===== config.mk =====
export PLATFORM = sky130hd
export DESIGN_NAME = jump_label_writer
export DESIGN_NICKNAME = d
export VERILOG_FILES = /design/src/rtl/jump_label_writer.sv
export SDC_FILE = /design/constraint.sdc
export NUM_CORES = 1
export LEC_CHECK = 0
export ABC_AREA = 1
export CAP_MARGIN = 20
export CORE_MARGIN = 4
export CORE_UTILIZATION = 45
export DETAILED_ROUTE_END_ITERATION = 8
export GPL_ROUTABILITY_DRIVEN = 0
export HOLD_SLACK_MARGIN = 0.1
export SYNTH_ARGS = -nofsm -noshare
export SYNTH_HDL_FRONTEND = slang
export SYNTH_SLANG_ARGS = --single-unit

===== constraint.sdc =====
create_clock -name clk -period 12.3 [get_ports clk]
set_input_delay 1.845 -clock clk [delete_from_list [all_inputs] [get_ports clk]]
set_output_delay 1.845 -clock clk [all_outputs]
set_load 0.02 [all_outputs]

===== src/rtl/jump_label_writer.sv =====
// Run-time loaded 16-entry jump-label table with valid/ready write port and 1-cycle lookup.
// Optional macro JUMP_LABEL_BOOT_TABLE_EN: reset preloads a boot table and starts in READY.
module jump_label_writer #(
  parameter int unsigned ADDR_W = 16,
  parameter int unsigned IDX_W  = 4
) (
  input  logic              clk,
  input  logic              reset,
  input  logic              load_start,
  input  logic              wr_valid,
  output logic              wr_ready,
  input  logic [IDX_W-1:0]  wr_idx,
  input  logic [ADDR_W-1:0] wr_target,
  input  logic              wr_last,
  input  logic              rd_en,
  input  logic [IDX_W-1:0]  rd_idx,
  output logic              rd_valid,
  output logic [ADDR_W-1:0] rd_target,
  output logic              rd_miss,
  output logic              busy,
  output logic              dup_err
);

  localparam int unsigned DEPTH = 1 << IDX_W;

  typedef enum logic [1:0] {IDLE, CLEAR, LOAD, READY} state_e;

`ifdef JUMP_LABEL_BOOT_TABLE_EN
  localparam state_e           RESET_STATE = READY;
  localparam logic [DEPTH-1:0] RESET_VALID = DEPTH'(9'h1FF);

  function automatic logic [ADDR_W-1:0] boot_entry(input int unsigned i);
    logic [ADDR_W-1:0] v;
    v = '0;
    case (i)
      0:       v = ADDR_W'(9);
      1:       v = ADDR_W'(19);
      2:       v = ADDR_W'(76);
      3:       v = ADDR_W'(101);
      4:       v = ADDR_W'(123);
      5:       v = ADDR_W'(131);
      6:       v = ADDR_W'(8);
      7:       v = ADDR_W'(37);
      8:       v = ADDR_W'(16);
      default: v = '0;
    endcase
    return v;
  endfunction
`else
  localparam state_e           RESET_STATE = IDLE;
  localparam logic [DEPTH-1:0] RESET_VALID = '0;
`endif

  state_e            state_q, state_d;
  logic [IDX_W-1:0]  clr_cnt_q, clr_cnt_d;
  logic [ADDR_W-1:0] entry_q [DEPTH];
  logic [DEPTH-1:0]  valid_q;
  logic              busy_q, busy_d;
  logic              wr_ready_q, wr_ready_d;
  logic              dup_err_q, dup_err_d;
  logic              rd_valid_q;
  logic [ADDR_W-1:0] rd_target_q;
  logic              rd_miss_q;
  logic              wr_fire;
  logic              rd_hit;

  assign wr_fire = wr_valid && wr_ready_q;
  assign rd_hit  = (state_q == READY) && valid_q[rd_idx];

  // State register
  always_ff @(posedge clk or posedge reset) begin
    if (reset) begin
      state_q   <= RESET_STATE;
      clr_cnt_q <= '0;
    end else begin
      state_q   <= state_d;
      clr_cnt_q <= clr_cnt_d;
    end
  end

  // Next-state logic; the clear counter wraps to 0 as CLEAR hands over to LOAD
  always_comb begin
    state_d   = state_q;
    clr_cnt_d = '0;
    case (state_q)
      IDLE:  if (load_start) state_d = CLEAR;
      CLEAR: begin
        clr_cnt_d = clr_cnt_q + IDX_W'(1);
        if (clr_cnt_q == IDX_W'(DEPTH - 1)) state_d = LOAD;
      end
      LOAD:  if (wr_fire && wr_last) state_d = READY;
      READY: if (load_start) state_d = CLEAR;
      default: state_d = IDLE;
    endcase
  end

  // Output logic, decoded from the next state so the registered outputs track state_q
  always_comb begin
    busy_d     = (state_d == CLEAR) || (state_d == LOAD);
    wr_ready_d = (state_d == LOAD);
    dup_err_d  = dup_err_q;
    if (state_q != CLEAR && state_d == CLEAR) begin
      dup_err_d = 1'b0;
    end else if (wr_fire && valid_q[wr_idx]) begin
      dup_err_d = 1'b1;
    end
  end

  always_ff @(posedge clk or posedge reset) begin
    if (reset) begin
      busy_q     <= 1'b0;
      wr_ready_q <= 1'b0;
      dup_err_q  <= 1'b0;
    end else begin
      busy_q     <= busy_d;
      wr_ready_q <= wr_ready_d;
      dup_err_q  <= dup_err_d;
    end
  end

  // Label table: CLEAR only drops valid bits, stale targets are never visible
  always_ff @(posedge clk or posedge reset) begin
    if (reset) begin
      for (int unsigned i = 0; i < DEPTH; i++) begin
`ifdef JUMP_LABEL_BOOT_TABLE_EN
        entry_q[IDX_W'(i)] <= boot_entry(i);
`else
        entry_q[IDX_W'(i)] <= '0;
`endif
      end
      valid_q <= RESET_VALID;
    end else begin
      if (state_q == CLEAR) valid_q[clr_cnt_q] <= 1'b0;
      if (wr_fire) begin
        entry_q[wr_idx] <= wr_target;
        valid_q[wr_idx] <= 1'b1;
      end
    end
  end

  // Lookup port; result fields hold when no request is made
  always_ff @(posedge clk or posedge reset) begin
    if (reset) begin
      rd_valid_q  <= 1'b0;
      rd_target_q <= '0;
      rd_miss_q   <= 1'b0;
    end else begin
      rd_valid_q <= rd_en;
      if (rd_en) begin
        rd_target_q <= rd_hit ? entry_q[rd_idx] : '0;
        rd_miss_q   <= !rd_hit;
      end
    end
  end

  assign wr_ready  = wr_ready_q;
  assign busy      = busy_q;
  assign dup_err   = dup_err_q;
  assign rd_valid  = rd_valid_q;
  assign rd_target = rd_target_q;
  assign rd_miss   = rd_miss_q;

endmodule

==> impl_metrics.ini <==
[run_status]
status = complete, no violations

[synthesis]
synth_edf_count = 0
yosysMostFrequentCell = nand2_1
ys.flop_type = dfrtp_1
synth_top_area_share_pct = 54.85
async_reset_ff_share_pct = 100.0
syn_inst = 1703
synth.net_count = 1742
yosysWarningCount = 0
synth_area_um2 = 13640
synthDistinctLibCells = 21
synth_area_leaders = dfrtp_1 55%, nand2_1 18%, nand3_1 9.0%
synth_top_area_cell = dfrtp_1
ys_seq_area_share_pct = 54.85
syn_area_per_cell_um2 = 8.010
ys_ff_latch = 299
netlist_top_cells_count = 642 x nand2_1, 299 x dfrtp_1, 246 x nand3_1, 239 x o21ai_0, 76 x clkbuf_1

[placement]
hpwlAfterDp_mm = 22.60
place_inst = 2046
port_buffers = 50

[final_layout]
finalNonFillerCells = 2107
drive_gt1_share_pct = 5.245
nets = 1732
area_growth_pct = 12.64

[worst_setup_path]
arrival_ns = 4.78
path_buf_inv = 4
start_kind = input port
required_ns = 12.71
timing.rr.start = wr_ready
cp-end-kind = flip-flop
crit_path_top_delay_cell = clkinv_1
startpoint = rd_idx[2]
critPathMaxStageDelay_ns = 0.70
critPathKind = in -> reg
critPathMaxFanout = 35
path_cells = buf_2, buf_4, clkinv_1, buf_4, nand3_1, nand3_1, nand2_1, nand2_1, o21ai_0
cpLargestDelayFamily = buffers and inverters

[drt]
drt-initial-drc-count = 1407
routed_wl_mm = 39.86
via_per_inst = 5.455
drtAntennaViolNets = 0
route.vias.total = 11494
drc = 0
drt_first_pass_iters = 6
post_drt_wl_per_cell_um = 18.92

[sta]
period_share_pct = 35.48
slew_headroom_pct = 29.87
slew_violations = 0
setup_violations = 0
min_period_ns = 4.364
finalHoldViolCount = 0
fin_skew_ns = 0.01493
achievable-frequency_mhz = 229.1
worst_pin_slew_ns = 1.052
timing.setup.tns_ns = 0
rsz0062_at_grt = no
whs_ns = 0.4811

[run]
maxCapViolCount = 0

[power]
p_seq_share_pct = 47.3
sw_frac_of_total_pct = 30.07
p_int_uw = 2045
switchingPower_uw = 879.6
clockPowerShare_pct = 33.8
powerDensity_nw_per_um2 = 190.3
irDropWorstVdd_mv = 0.1258
total_leakage_power_uw = 0.007088
pwr-share-comb_pct = 18.8

[floorplanning]
die_area_um2 = 33160
initial_utilization_pct = 45.78
coreArea_um2 = 29800
fp.dieH_um = 182.1
io_pins = 51
die_w_um = 182.1
num_rows = 63

[clock_tree]
clock_sinks = 299
cts_hold_buffers = 0
cts_resized = 0
cts.path.max_buffers = 3
post_cts_buffers = 0
cts_tree = built
clkTransAtPathRegs_ns = 0.06
clock-root-buffer = clkbuf_16
clock_latency_ns = 0.53
cts_buffers = 35
cts_htree_levels = 2

[global_routing]
grt_max_degree = 114
grt_pass1_wl_mm = 63.24
grt_remaining_overflow = 0
grt.total_usage_pct = 23.98
antenna_found_initial = 1
grt_pass1_vias = 11000

[hold_path]
hp-class = reg -> reg
hold_start = entry_q[168]
-- sequential cells by signal, indices dropped and copies added (netlist names) --
| name | cells |
|---|---|
| busy | 1 |
| entry_q | 256 |
| dup_err | 1 |
| valid_q | 16 |
| wr_ready | 1 |
| clr_cnt_q | 4 |
| state_q | 2 |
| rd_target | 16 |
| rd_miss | 1 |
| rd_valid | 1 |
-- stage by stage --
step                      total power, uW  util (%)  worst slack [ns]  cell area (um^2)
after floorplan                      1780         -             2.194             13640
after global placement               1931     47.93             7.546             14280
after detailed placement             1951     47.93             7.443             14280
after CTS                            2948     51.56             7.981             15360
after global routing                 3113     51.56             7.790             15360
final                                2925     51.57             7.936             15370
-- cell usage in the layout (no fill, tap or decap) --
cell,synthesis,routed
inv_2,3,3
ha_1,9,9
a21oi_1,2,2
clkinv_2,0,4
clkbuf_16,0,35
bufinv_16,0,1
o21ai_1,58,58
inv_6,0,3
nand3_1,246,246
buf_2,23,2
nor3_1,2,2
inv_1,57,55
clkbuf_1,76,10
inv_4,0,1
nand2_2,0,1
a31oi_1,1,1
clkinv_1,3,3
o31ai_1,2,2
o21ai_0,239,239
clkdlybuf4s50_1,0,47
dfrtp_1,299,299
clkbuf_8,0,6
diode_2,0,1
nor2_1,11,11
a21boi_0,1,1
inv_8,0,2
nand2_1,642,641
nor3_2,4,4
buf_4,15,28
-- final cells by class --
cell class / count / area, um^2
diodes: 1 / 2.502
clock buffers: 51 / 996.0
clock inverters: 9 / 87.58
fillers: 2897 / 14430
inverters: 63 / 246.5
multi-input cells: 1217 / 5373
flip-flops and latches: 299 / 7482
well taps: 390 / 488.0
repair buffers: 77 / 690.7
-- power groups by stage --
stage | registers [uW] | clock network, uW | logic (uW)
final | 1380 | 989 | 551
after CTS | 1380 | 1010 | 557
after global routing | 1410 | 1050 | 648
after floorplan | 1370 | 0 | 408
after global placement | 1390 | 0 | 538
after detailed placement | 1390 | 0 | 557
-- routing by layer --
layer / global-route usage [%] / part of all wire, % / up-vias
li1: - / - / 5528
met4: 6.935 / 2.7 / 0
met3: 2.890 / 5.6 / 62
met2: 37.11 / 45 / 332
met5: 0 / 0 / -
met1: 35.77 / 47 / 5572
-- logic make-up (layout without fill, tap and decap cells) --
logic type	after synthesis	in the layout	share of synthesized area [%]
buffers and inverters	187	200	5.787
AOI/OAI and AO/OA	303	303	11.18
DFF	299	299	54.85
adders and majority gates	9	9	0.8255
and+or+nand+nor	905	905	27.36
other	0	1	0
-- final timing paths --
check	to	slack (ns)	cells past startpoint
worst min register to register	entry_q[168]	0.48	2
max in group asynchronous	entry_q[218]	8.95	3
worst max-delay path	rd_target[9]	7.94	9
worst max register to register	entry_q[148]	10.20	6
min in group asynchronous	rd_valid	1.88	2
worst min-delay path	entry_q[168]	0.48	2
-- worst reg2reg max path, delay by kind of cell, from the launching register on --
family	cells	cell delay [ns]
AOI/OAI and AO/OA	1	0.06
buffers and inverters	1	0.47
and+or+nand+nor	4	1.10
DFF	1	0.34
Power figures use the tool's default switching activity.
